$ cat src/rtl/controle_responder.sv
// controle_responder: pad-side responder for the DB9 Mega Drive-style link.
// It follows the host Select line through the 3/6-button phase sequence and
// drives the six active-low data pins from a registered copy of Botoes.
// Fase is exported so a bench or logic analyser can follow the protocol.
module controle_responder #(
  parameter int TIMEOUT_CICLOS = 75000,
  parameter int SEIS_BOTOES    = 1
) (
  input  logic        Clock50,
  input  logic        Reset,
  input  logic        Select,
  input  logic [11:0] Botoes,
  output logic        Pino1,
  output logic        Pino2,
  output logic        Pino3,
  output logic        Pino4,
  output logic        Pino6,
  output logic        Pino9,
  output logic [2:0]  Fase
);

  // Counter wide enough to hold TIMEOUT_CICLOS-1.
  localparam int CNT_W = (TIMEOUT_CICLOS > 2) ? $clog2(TIMEOUT_CICLOS) : 1;
  localparam logic [CNT_W-1:0] CNT_MAX = CNT_W'(TIMEOUT_CICLOS - 1);
  localparam logic [CNT_W-1:0] CNT_ONE = CNT_W'(1);

  // Bit positions inside Botoes (pressed = 1).
  localparam int BTN_UP    = 0;
  localparam int BTN_DOWN  = 1;
  localparam int BTN_LEFT  = 2;
  localparam int BTN_RIGHT = 3;
  localparam int BTN_A     = 4;
  localparam int BTN_B     = 5;
  localparam int BTN_C     = 6;
  localparam int BTN_START = 7;
  localparam int BTN_X     = 8;
  localparam int BTN_Y     = 9;
  localparam int BTN_Z     = 10;
  localparam int BTN_MODE  = 11;

  // Phase parity rule: even phases belong to Select high, odd to Select low.
  function automatic logic fase_parity_ok(input logic [2:0] f, input logic sel);
    return (f[0] == ~sel);
  endfunction

  // Phase to fall back to whenever the sequence has to be resynchronised.
  function automatic logic [2:0] fase_resync(input logic sel);
    return sel ? 3'd0 : 3'd1;
  endfunction

  // In 3-button mode the extra phases alias onto the plain Select levels.
  function automatic logic [2:0] fase_decode(input logic [2:0] f);
    logic [2:0] eff;
    eff = f;
    if (SEIS_BOTOES == 0) begin
      case (f)
        3'd5:    eff = 3'd1;
        3'd6:    eff = 3'd0;
        3'd7:    eff = 3'd1;
        default: eff = f;
      endcase
    end else begin
      eff = f;
    end
    return eff;
  endfunction

  logic             sel_meta_r;
  logic             sel_sync_r;
  logic             sel_prev_r;
  logic [11:0]      btn_r;
  logic [2:0]       fase_r;
  logic [CNT_W-1:0] cnt_r;
  logic [5:0]       pins_r;

  logic             sel_edge_s;
  logic             timeout_s;
  logic [2:0]       fase_inc_s;
  logic [2:0]       fase_next_s;
  logic [CNT_W-1:0] cnt_next_s;
  logic [2:0]       fase_eff_s;
  logic [5:0]       pins_next_s;

  // Bring Select into the Clock50 domain and keep one extra stage for edges.
  always_ff @(posedge Clock50 or negedge Reset) begin
    if (!Reset) begin
      sel_meta_r <= 1'b1;
      sel_sync_r <= 1'b1;
      sel_prev_r <= 1'b1;
    end else begin
      sel_meta_r <= Select;
      sel_sync_r <= sel_meta_r;
      sel_prev_r <= sel_sync_r;
    end
  end

  // Register the button vector once; no debounce is wanted here.
  always_ff @(posedge Clock50 or negedge Reset) begin
    if (!Reset) begin
      btn_r <= 12'h000;
    end else begin
      btn_r <= Botoes;
    end
  end

  // Next phase and idle counter: a Select edge has priority over the timeout.
  always_comb begin
    sel_edge_s  = sel_sync_r ^ sel_prev_r;
    timeout_s   = (cnt_r == CNT_MAX);
    fase_inc_s  = fase_r + 3'd1;
    fase_next_s = fase_r;
    cnt_next_s  = cnt_r;
    if (sel_edge_s) begin
      cnt_next_s = '0;
      if (fase_parity_ok(fase_inc_s, sel_sync_r)) begin
        fase_next_s = fase_inc_s;
      end else begin
        fase_next_s = fase_resync(sel_sync_r);
      end
    end else if (timeout_s) begin
      cnt_next_s  = cnt_r;
      fase_next_s = fase_resync(sel_sync_r);
    end else begin
      cnt_next_s  = cnt_r + CNT_ONE;
      fase_next_s = fase_r;
    end
  end

  // Hold the phase and idle-counter state.
  always_ff @(posedge Clock50 or negedge Reset) begin
    if (!Reset) begin
      fase_r <= 3'd0;
      cnt_r  <= '0;
    end else begin
      fase_r <= fase_next_s;
      cnt_r  <= cnt_next_s;
    end
  end

  // Pin levels {P1,P2,P3,P4,P6,P9} for the current phase; pressed drives low.
  always_comb begin
    fase_eff_s  = fase_decode(fase_r);
    pins_next_s = 6'b111111;
    case (fase_eff_s)
      3'd0, 3'd2, 3'd4: begin
        pins_next_s = ~{btn_r[BTN_UP], btn_r[BTN_DOWN], btn_r[BTN_LEFT],
                        btn_r[BTN_RIGHT], btn_r[BTN_B], btn_r[BTN_C]};
      end
      3'd1, 3'd3: begin
        pins_next_s = {~btn_r[BTN_UP], ~btn_r[BTN_DOWN], 1'b0, 1'b0,
                       ~btn_r[BTN_A], ~btn_r[BTN_START]};
      end
      3'd5: begin
        pins_next_s = {4'b0000, ~btn_r[BTN_A], ~btn_r[BTN_START]};
      end
      3'd6: begin
        pins_next_s = ~{btn_r[BTN_Z], btn_r[BTN_Y], btn_r[BTN_X],
                        btn_r[BTN_MODE], btn_r[BTN_B], btn_r[BTN_C]};
      end
      3'd7: begin
        pins_next_s = {4'b1111, ~btn_r[BTN_A], ~btn_r[BTN_START]};
      end
      default: begin
        pins_next_s = 6'b111111;
      end
    endcase
  end

  // Output register for the data pins; released (high) while in reset.
  always_ff @(posedge Clock50 or negedge Reset) begin
    if (!Reset) begin
      pins_r <= 6'b111111;
    end else begin
      pins_r <= pins_next_s;
    end
  end

  assign Pino1 = pins_r[5];
  assign Pino2 = pins_r[4];
  assign Pino3 = pins_r[3];
  assign Pino4 = pins_r[2];
  assign Pino6 = pins_r[1];
  assign Pino9 = pins_r[0];
  assign Fase  = fase_r;

endmodule

$ cat config.mk
export PLATFORM = sky130hd
export DESIGN_NAME = controle_responder
export DESIGN_NICKNAME = d
export VERILOG_FILES = /design/src/rtl/controle_responder.sv
export SDC_FILE = /design/constraint.sdc
export NUM_CORES = 1
export LEC_CHECK = 0
export ABC_AREA = 1
export BUFFER_PORTS_ARGS = -buffer_cell sky130_fd_sc_hd__buf_2
export CAP_MARGIN = 30
export CORE_MARGIN = 5
export CORE_UTILIZATION = 50
export DETAILED_ROUTE_END_ITERATION = 12
export GPL_TIMING_DRIVEN = 0
export PLACE_DENSITY = 0.69
export SYNTH_ARGS = -nofsm -noshare
export SYNTH_HDL_FRONTEND = slang
export SYNTH_SLANG_ARGS = --single-unit
$ cat constraint.sdc
create_clock -name Clock50 -period 2.7 [get_ports Clock50]
set_input_delay 0.27 -clock Clock50 [delete_from_list [all_inputs] [get_ports Clock50]]
set_output_delay 0.27 -clock Clock50 [all_outputs]
set_load 0.05 [all_outputs]
==> reports/metrics.cfg, run 1 <==
[worst_setup_path]
required_ns = 2.95
cp-end-kind = register
crit_type = register to register
slowest_stage = dfrtp_1
worstPathMaxFanout = 6
cp_num_buf_inv = 0
path_cells = ha_1 > ha_1 > nor3_1 > nand2_1 > nand2_1 > nand2_1 > nand2_1
cp.arrival_ns = 2.08
crit_family = simple AND/OR/NAND/NOR gates
critical_path.startpoint_type = register
crit_top_cell = nand2_1
max_stage_delay_ns = 0.45

[synthesis]
synth_area_leaders = dfrtp_1 (41%), dfstp_2 (12%), nand2_1 (11%)
synth_top_area_cell = dfrtp_1
synth_cell_type_count = 21
synth_xor_area_frac = 0.00454
synthSimpleGateAreaFrac = 0.296
synth_compound_area_frac = 0.0583
synth.top_cell.area_share = 0.415
yosysSeqAreaShare = 0.537
synth_top_family_by_area = simple AND/OR/NAND/NOR gates
synth_edf_count = 0
ys_ff_latch = 41
synth_area_mm2 = 0.00193
synth_cells = 228
synthTopCellsByCount = nand2_1 (59), nor2_1 (43), dfrtp_1 (32)
async_flop_share = 1.00
synth_fp_nets = 251
synth_mux_area_frac = 0
yosysWarnings = 0
avgSynthCellArea_um2 = 8.47
synth_fa_ha_area_frac = 0.0518
synth_most_common_cell = nand2_1
synth_top_flop_cell = dfrtp_1

[sta]
fmax_mhz = 546
hold_viol = 0
setup_tns_ns = 0
finalCritPeriodShare = 0.679
final-setup-viol-count = 0
rsz0062_at_grt = no
slew_viol_final = 0
setup_slack_ns = 0.867
relSlewSlack = 0.415
min_period_ns = 1.83
skew_ns = 0.00664
tightest_slew_ns = 0.878

[final_layout]
layout.nets = 281
postLayoutCoreUtil = 0.608
drive_above_1_share = 0.197
area_growth_pct = 16.2
finalNonFillerCells = 307
n_antenna_cell = 0
stdcell_area_mm2 = 0.00224

[die]
fp.dieH_um = 72.1
start_util = 0.523
rows = 22
io-pin-count = 24
die-area_mm2 = 0.00520
die_w_um = 72.1
fp.coreArea_mm2 = 0.00369

[cts]
cts_setup_buffers = 0
cts.htree.levels = 2
clkTransAtPathRegs_ns = 0.08
cts_tree = done
numCtsBuffers = 5
clock-sinks = 41
cts_resized = 0
clk-insertion-delay-late_ns = 0.30
root_buffer = clkbuf_8
ctsHoldBuffers = 0
clk_path_buf_depth = 2

[drt]
dr_total_vias = 1517
routed_wirelength_mm = 3.63
wl_per_cell_um = 11.8
drt.antenna.violating_nets = 0
first_pass_iters = 4
drt_iter0_drc = 95
route.detailed.drc = 0
vias_per_cell = 4.94

[power]
leakage_nw = 1.07
ir_drop_uv = 460
p_per_area_mw_per_mm2 = 712

[placement]
placedInstanceArea_mm2 = 0.00211
routabilityCongestion = 0.870
dp_slack_ns = 0.856
hpwl_mm = 2.65
placed_cells = 299
io_buffers = 23

[global_routing]
antenna_found_initial = 0
grt_pass1_wl_mm = 6.55
grt_util_all_layers = 0.162
grt_overflow_total = 0
grt_max_degree = 42
grt_pass1_vias = 1465

[run_status]
outcome = finished clean

[job]
max_cap_violations = 0

[worst_hold_path]
min_path_type = input port to register

worst reg2reg max path, delay by kind of cell, from the launching register on:
| kind | cells | cell delay [ns] |
|---|---|---|
| adder cells (fa/ha/maj) | 2 | 0.49 |
| AND/OR/NAND/NOR | 5 | 0.85 |
| flip-flops | 1 | 0.45 |
cell usage in the layout, fill, tap and decap left out, types with 2 or more instances in the layout:
master / netlist / layout
nand2_1: 59 / 59
o22ai_1: 2 / 2
nor2_2: 2 / 2
inv_1: 21 / 21
nand3_1: 13 / 13
o21bai_1: 2 / 2
o21ai_0: 7 / 7
nor2_4: 3 / 3
clkbuf_8: 1 / 6
a21oi_1: 9 / 9
nor2_1: 43 / 43
nor3_1: 4 / 4
buf_2: 1 / 24
ha_1: 8 / 8
dfstp_2: 9 / 9
bufinv_16: 0 / 2
nand2_2: 3 / 3
dfrtp_1: 32 / 32
nand4_1: 6 / 6
power by group:
part | switching [mW] | leakage, nW | internal, mW
combinational | 0.221 | 0.492 | 0.0748
clock | 0.220 | 0.0687 | 0.372
sequential | 0.0300 | 0.509 | 0.680
sequential cells by signal, indices dropped and copies added (netlist names):
register,count
Fase,3
btn_r,12
cnt_r,17
pins_r,6
sel_meta_r,1
sel_prev_r,1
sel_sync_r,1
worst paths after layout:
check / cells past startpoint / start / slack, ns / endpoint
worst max-delay path: 7 / Fase[0] / 0.87 / pins_r[5]
worst min-delay path: 1 / Select / 0.07 / sel_meta_r
worst max register to register: 7 / Fase[0] / 0.87 / pins_r[5]
worst min register to register: 0 / sel_meta_r / 0.36 / sel_sync_r
max in group asynchronous: 1 / Reset / 2.07 / cnt_r[9]
min in group asynchronous: 1 / Reset / 0.09 / btn_r[3]
layout make-up:
class	instances	area, µm²
fillers	350	1450
clock buffers	5	68.8
clock inverters	3	68.8
inverters	22	82.6
multi-input cells	163	792
plain buffers	2	18.8
flip-flops and latches	41	1040
well taps	48	60.1
repair buffers	23	115
routing by layer:
| layer | wire length (µm) | track usage | vias to the layer above |
|---|---|---|---|
| met3 | 180 | 0.0429 | 5 |
| met2 | 1690 | 0.246 | 23 |
| met1 | 1700 | 0.220 | 705 |
| li1 | - | - | 784 |
| met4 | 62 | 0.0626 | 0 |
| met5 | 0 | 0 | - |
through the flow:
| step | power, mW | hold WS [ns] |
|---|---|---|
| CTS | 1.62 | 0.0548 |
| floorplan | 0.939 | -0.0256 |
| global route | 1.68 | 0.0535 |
| detailed placement | 1.02 | 0.347 |
| global placement | 1.01 | 0.349 |
| finish | 1.60 | 0.0660 |
cell families (layout without fill, tap and decap cells):
logic type | Yosys count | in the layout
AND/OR/NAND/NOR | 133 | 133
adder cells (fa/ha/maj) | 8 | 8
buffers and inverters | 24 | 55
XOR/XNOR | 1 | 1
AO/OA/AOI/OAI | 21 | 21
flip-flops | 41 | 41
(Power assumes the default switching activity.)
==> inputs of run 2 (changes only) <==
==> constraint.sdc (replaced) <==
create_clock -name Clock50 -period 1.8 [get_ports Clock50]
set_input_delay 0.18 -clock Clock50 [delete_from_list [all_inputs] [get_ports Clock50]]
set_output_delay 0.18 -clock Clock50 [all_outputs]
set_load 0.05 [all_outputs]
==> reports/metrics.cfg, run 2 (synthesized netlist as in run 1, its figures left out) <==
[sta]
skew_ns = 0.0108  ; was 0.00664 ns
timing.hold.ws_ns = -0.00529  ; was 0.0660 ns
fmax_mhz = 614  ; was 546 MHz
setup_slack_ns = 0.172  ; was 0.867 ns
finalCritPeriodShare = 0.904  ; was 0.679
min_period_ns = 1.63  ; was 1.83 ns
tightest_slew_ns = 0.878  ; about the same
relSlewSlack = 0.415  ; about the same
hold_viol = 10  ; was 0
slew_viol_final = 0  ; unchanged
final-setup-viol-count = 0  ; unchanged
rsz0062_at_grt = no  ; unchanged

[worst_setup_path]
crit_start = Fase[0]  ; unchanged
cp.arrival_ns = 1.88  ; was 2.08 ns
critical_path.startpoint_type = register  ; unchanged
worst_r2r_path_depth = 7  ; unchanged
r2r_start = Fase[0]  ; unchanged
reg2reg_to = pins_r[5]  ; unchanged
worstPathMaxFanout = 6  ; unchanged
crit_type = register to register  ; unchanged
cp-end-kind = register  ; unchanged
rrSetupSlack_ns = 0.17  ; was 0.87 ns
required_ns = 2.05  ; was 2.95 ns
crit_end = pins_r[5]  ; unchanged

[drt]
dr_total_vias = 1559  ; was 1,517
drt_iter0_drc = 102  ; was 95
route.detailed.drc = 0  ; unchanged
first_pass_iters = 5  ; was 4
vias_per_cell = 4.87  ; was 4.94
wl_per_cell_um = 11.9  ; was 11.8 µm
routed_wirelength_mm = 3.80  ; was 3.63 mm
drt.antenna.violating_nets = 0  ; unchanged

[power]
clkPwrFrac = 0.365  ; was 0.370
p_total_mw = 2.43  ; was 1.60 mW
p_comb_frac = 0.197  ; was 0.185
switchingPower_uw = 717  ; was 470 µW
p_int_mw = 1.72  ; was 1.13 mW
seqPwrFrac = 0.438  ; was 0.445
ir_drop_uv = 690  ; was 460 µV
leakage_nw = 1.13  ; was 1.07 nW
p_sw_frac = 0.295  ; about the same
p_per_area_mw_per_mm2 = 1020  ; was 712 mW/mm²

[final_layout]
mostFrequentLayoutCells = nand2_1 (59), nor2_1 (43), dfrtp_1 (32)  ; unchanged
top_regs = cnt_r: 17 flops, btn_r: 12 flops, pins_r: 6 flops  ; unchanged
final_common_cell = nand2_1  ; unchanged
n_antenna_cell = 0  ; unchanged
area_growth_pct = 23.5  ; was 16.2%
drive_above_1_share = 0.191  ; was 0.197
layout.nets = 294  ; was 281
largest_reg_flops = 17  ; unchanged
top_register = cnt_r  ; unchanged
stdcell_area_mm2 = 0.00238  ; was 0.00224 mm²

[run_status]
outcome = finished with violations  ; was finished clean
violations = negative hold slack

[global_routing]
grt_pass1_wl_mm = 6.88  ; was 6.55 mm
grt_util_all_layers = 0.170  ; was 0.162
antenna_found_initial = 0  ; unchanged
grt_max_degree = 42  ; unchanged
grt_pass1_vias = 1546  ; was 1,465
grt_overflow_total = 0  ; unchanged

[placement]
hpwl_mm = 2.65  ; unchanged
routabilityCongestion = 0.870  ; unchanged
placedInstanceArea_mm2 = 0.00211  ; unchanged
io_buffers = 23  ; unchanged
dp_slack_ns = -0.0443  ; was 0.856 ns

[die]
io-pin-count = 24  ; unchanged
fp.dieH_um = 72.1  ; unchanged
rows = 22  ; unchanged
die_w_um = 72.1  ; unchanged
fp.coreArea_mm2 = 0.00369  ; unchanged
die-area_mm2 = 0.00520  ; unchanged
start_util = 0.523  ; unchanged

[cts]
root_buffer = clkbuf_8  ; unchanged
numCtsBuffers = 5  ; unchanged
clk_path_buf_depth = 2  ; unchanged
clock-sinks = 41  ; unchanged
cts.htree.levels = 2  ; unchanged
cts_tree = done  ; unchanged
clk-insertion-delay-late_ns = 0.30  ; about the same
clkTransAtPathRegs_ns = 0.09  ; was 0.08 ns

[worst_hold_path]
min_path_type = input port to asynchronous set/reset pin  ; was input port to register

[job]
max_cap_violations = 0  ; unchanged

run 2: stage by stage:
stage	utilization	hold WS (ns)	TNS, ns	cells
5_1_grt	0.647	0.0785	0	320
3_5_place_dp	0.571	0.287	-0.0923	299
6_report	0.647	-0.00529	0	320
3_3_place_gp	0.571	0.285	-0.00168	299
4_1_cts	0.645	0.0238	0	320
2_1_floorplan	-	-0.116	0	228
run 2: area by class of cell:
cell class	count	area [µm²]
buffer	2	18.8
sequential	41	1040
clock buffer	5	68.8
fill	331	1300
tap	48	60.1
timing repair buffer	36	245
inverter	22	82.6
clock inverter	3	68.8
multi-input combinational	163	803
run 2: power by group through the flow:
| stage | registers (mW) | logic, mW | clock network [mW] |
|---|---|---|---|
| 2_1_floorplan | 1.27 | 0.141 | 0 |
| 3_3_place_gp | 1.08 | 0.442 | 0 |
| 3_5_place_dp | 1.08 | 0.449 | 0 |
| 4_1_cts | 1.07 | 0.476 | 0.908 |
| 5_1_grt | 1.08 | 0.526 | 0.951 |
| 6_report | 1.07 | 0.480 | 0.889 |
run 2: per-layer routing:
layer / wire, µm / share of wire / up-vias / track usage
met1: 1730 / 0.45 / 720 / 0.227
li1: - / - / 810 / -
met4: 59 / 0.016 / 0 / 0.0626
met5: 0 / 0 / - / 0
met3: 148 / 0.039 / 6 / 0.0416
met2: 1860 / 0.49 / 23 / 0.269
run 2: what timing repair did:
item	CTS	global route
buffers inserted	0	0
cloned	0	0
hold buffers	13	0
endpoints found under the hold margin	13	0
gates resized for setup	1	1
pin swaps	0	0
endpoints found under the setup margin	4	3
run 2: worst min path at each step:
stage	from	to	cells past startpoint
2_1_floorplan	Reset	Fase[0]	0
3_3_place_gp	Select	sel_meta_r	1
3_5_place_dp	Select	sel_meta_r	1
4_1_cts	Reset	btn_r[3]	1
5_1_grt	Reset	btn_r[3]	1
6_report	Reset	btn_r[3]	1
run 2: critical path, cell delays in order, from the launching register on:
cell and delay, ns:
dfrtp_1 0.45, ha_1 0.25, ha_1 0.27, nor3_4 0.26
nand2_1 0.13, nand2_1 0.12, nand2_1 0.05, nand2_1 0.05
==> inputs of run 3 (changes only) <==
--- a/config.mk
+++ b/config.mk
@@ -8,7 +8,7 @@
 export ABC_AREA = 1
 export BUFFER_PORTS_ARGS = -buffer_cell sky130_fd_sc_hd__buf_2
 export CAP_MARGIN = 30
-export CORE_MARGIN = 5
+export CORE_MARGIN = 2
 export CORE_UTILIZATION = 50
 export DETAILED_ROUTE_END_ITERATION = 12
 export GPL_TIMING_DRIVEN = 0
==> reports/metrics.cfg, run 3 (synthesized netlist as in run 1, its figures left out) <==
[drt]
wl_met2_mm = 1.67  ; was 1.86 mm
drt.antenna.violating_nets = 0  ; unchanged
dr_total_vias = 1538  ; was 1,559
wl_met3_um = 114  ; was 148 µm
wl_per_cell_um = 11.3  ; was 11.9 µm
vias_per_cell = 4.81  ; was 4.87
wl_met1_mm = 1.79  ; was 1.73 mm
top_layer = met4  ; unchanged
routed_wirelength_mm = 3.61  ; was 3.80 mm
drt_iter0_drc = 62  ; was 102
route.detailed.drc = 0  ; unchanged
first_pass_iters = 4  ; was 5

[power]
p_int_mw = 1.43  ; was 1.72 mW
clkPwrFrac = 0.275  ; was 0.365
p_sw_frac = 0.328  ; was 0.295
p_comb_frac = 0.225  ; was 0.197
p_per_area_mw_per_mm2 = 914  ; was 1020 mW/mm²
ir_drop_uv = 814  ; was 690 µV
switchingPower_uw = 700  ; was 717 µW
leakage_nw = 1.10  ; was 1.13 nW
seqPwrFrac = 0.500  ; was 0.438

[global_routing]
grt_overflow_total = 0  ; unchanged
grt_max_degree = 42  ; unchanged
antenna_found_initial = 0  ; unchanged
grt_util_all_layers = 0.195  ; was 0.170
grt_pass1_vias = 1442  ; was 1,546
grt_pass1_wl_mm = 6.31  ; was 6.88 mm

[die]
fp.dieH_um = 66.1  ; was 72.1 µm
fp.coreArea_mm2 = 0.00369  ; unchanged
die-area_mm2 = 0.00437  ; was 0.00520 mm²
rows = 22  ; unchanged
die_w_um = 66.1  ; was 72.1 µm
start_util = 0.523  ; unchanged
io-pin-count = 24  ; unchanged

[final_layout]
seqCellArea_mm2 = 0.00104  ; unchanged
top_regs = cnt_r: 17 flops, btn_r: 12 flops, pins_r: 6 flops  ; unchanged
final_common_cell = nand2_1  ; unchanged
multi_input_comb_area_um2 = 803  ; unchanged
nFillCells = 324  ; was 331
drive_above_1_share = 0.188  ; was 0.191
n_antenna_cell = 0  ; unchanged
top_register = cnt_r  ; unchanged
mostFrequentLayoutCells = nand2_1 (59), nor2_1 (43), dfrtp_1 (32)  ; unchanged
stdcell_area_mm2 = 0.00233  ; was 0.00238 mm²
area_growth_pct = 20.9  ; was 23.5%
largest_reg_flops = 17  ; unchanged
layout.nets = 294  ; unchanged

[cts]
numCtsBuffers = 5  ; unchanged
clock-sinks = 41  ; unchanged
clk-insertion-delay-late_ns = 0.29  ; was 0.30 ns
clkTransAtPathRegs_ns = 0.08  ; was 0.09 ns
cts_setup_buffers = 0  ; unchanged
cts.htree.levels = 2  ; unchanged
cts_tree = done  ; unchanged
root_buffer = clkbuf_8  ; unchanged
clk_path_buf_depth = 2  ; unchanged

[sta]
rsz0062_at_grt = no  ; unchanged
setup_slack_ns = 0.199  ; was 0.172 ns
slew_viol_final = 0  ; unchanged
tightest_slew_ns = 0.874  ; was 0.878 ns
min_period_ns = 1.60  ; was 1.63 ns
fmax_mhz = 625  ; was 614 MHz
final-setup-viol-count = 0  ; unchanged
hold_viol = 0  ; was 10
relSlewSlack = 0.418  ; was 0.415
skew_ns = 0.00637  ; was 0.0108 ns
finalCritPeriodShare = 0.890  ; was 0.904

[worst_setup_path]
critical_path.startpoint_type = register  ; unchanged
cp.arrival_ns = 1.83  ; was 1.88 ns
crit_type = register to register  ; unchanged
cp-end-kind = register  ; unchanged
worstPathMaxFanout = 6  ; unchanged
required_ns = 2.03  ; was 2.05 ns

[placement]
hpwl_mm = 2.54  ; was 2.65 mm
routabilityCongestion = 0.820  ; was 0.870
io_buffers = 23  ; unchanged
dp_slack_ns = -0.0239  ; was -0.0443 ns
placedInstanceArea_mm2 = 0.00211  ; unchanged

[run_status]
outcome = finished clean  ; was finished with violations

[job]
max_cap_violations = 0  ; unchanged

[worst_hold_path]
min_path_type = input port to asynchronous set/reset pin  ; unchanged

-- run 3: path summary, 6_finish.rpt --
path,start,endpoint,slack [ns],depth (start not counted)
worst min-delay path,Reset,cnt_r[4],0.002,1
worst max-delay path,Fase[0],pins_r[4],0.20,7
worst min register to register,sel_meta_r,sel_sync_r,0.36,0
worst max register to register,Fase[0],pins_r[4],0.20,7
min in group Clock50,sel_meta_r,sel_sync_r,0.36,0
max in group asynchronous,Reset,cnt_r[8],1.25,1
-- run 3: timing repair --
action                                  CTS  global route
hold endpoints to repair                 13             0
hold buffers                             13             0
pin swaps                                 0             1
endpoints found under the setup margin    3             4
resized for setup                         1             1
-- run 3: final cells by class --
class | count | area share
buffer | 2 | 0.00804
clock buffer | 6 | 0.0311
clock inverter | 2 | 0.00643
inverter | 22 | 0.0354
multi-input combinational | 163 | 0.344
sequential | 41 | 0.444
tap | 48 | 0.0257
timing repair buffer | 36 | 0.105
-- run 3: power groups by stage --
stage | sequential (mW) | clock, mW | combinational, mW
floorplan | 1.27 | 0 | 0.141
global placement | 1.08 | 0 | 0.442
detailed placement | 1.08 | 0 | 0.445
CTS | 1.07 | 0.608 | 0.474
global route | 1.08 | 0.651 | 0.524
finish | 1.07 | 0.587 | 0.481
-- run 3: metal layers --
layer | track usage | up-vias
li1 | - | 810
met1 | 0.254 | 704
met2 | 0.310 | 19
met3 | 0.0681 | 5
met4 | 0.0536 | 0
met5 | 0 | -
-- run 3: stage by stage --
stage                     total power, mW  TNS, ns  utilization  instances  hold WS [ns]
final                                2.13        0        0.633        320       0.00202
after global routing                 2.25        0        0.633        320        0.0742
after CTS                            2.15        0        0.631        320        0.0337
after detailed placement             1.53  -0.0319        0.571        299         0.287
after global placement               1.52  -0.0454        0.571        299         0.285
after floorplan                      1.41        0            -        228        -0.116
-- run 3: critical path, stage by stage, from the launching register on --
cell and delay [ns]:
dfrtp_1 0.46, ha_1 0.25, ha_1 0.22, nor3_4 0.25, nand2_1 0.12, nand2_1 0.12, nand2_1 0.06, nand2_1 0.07
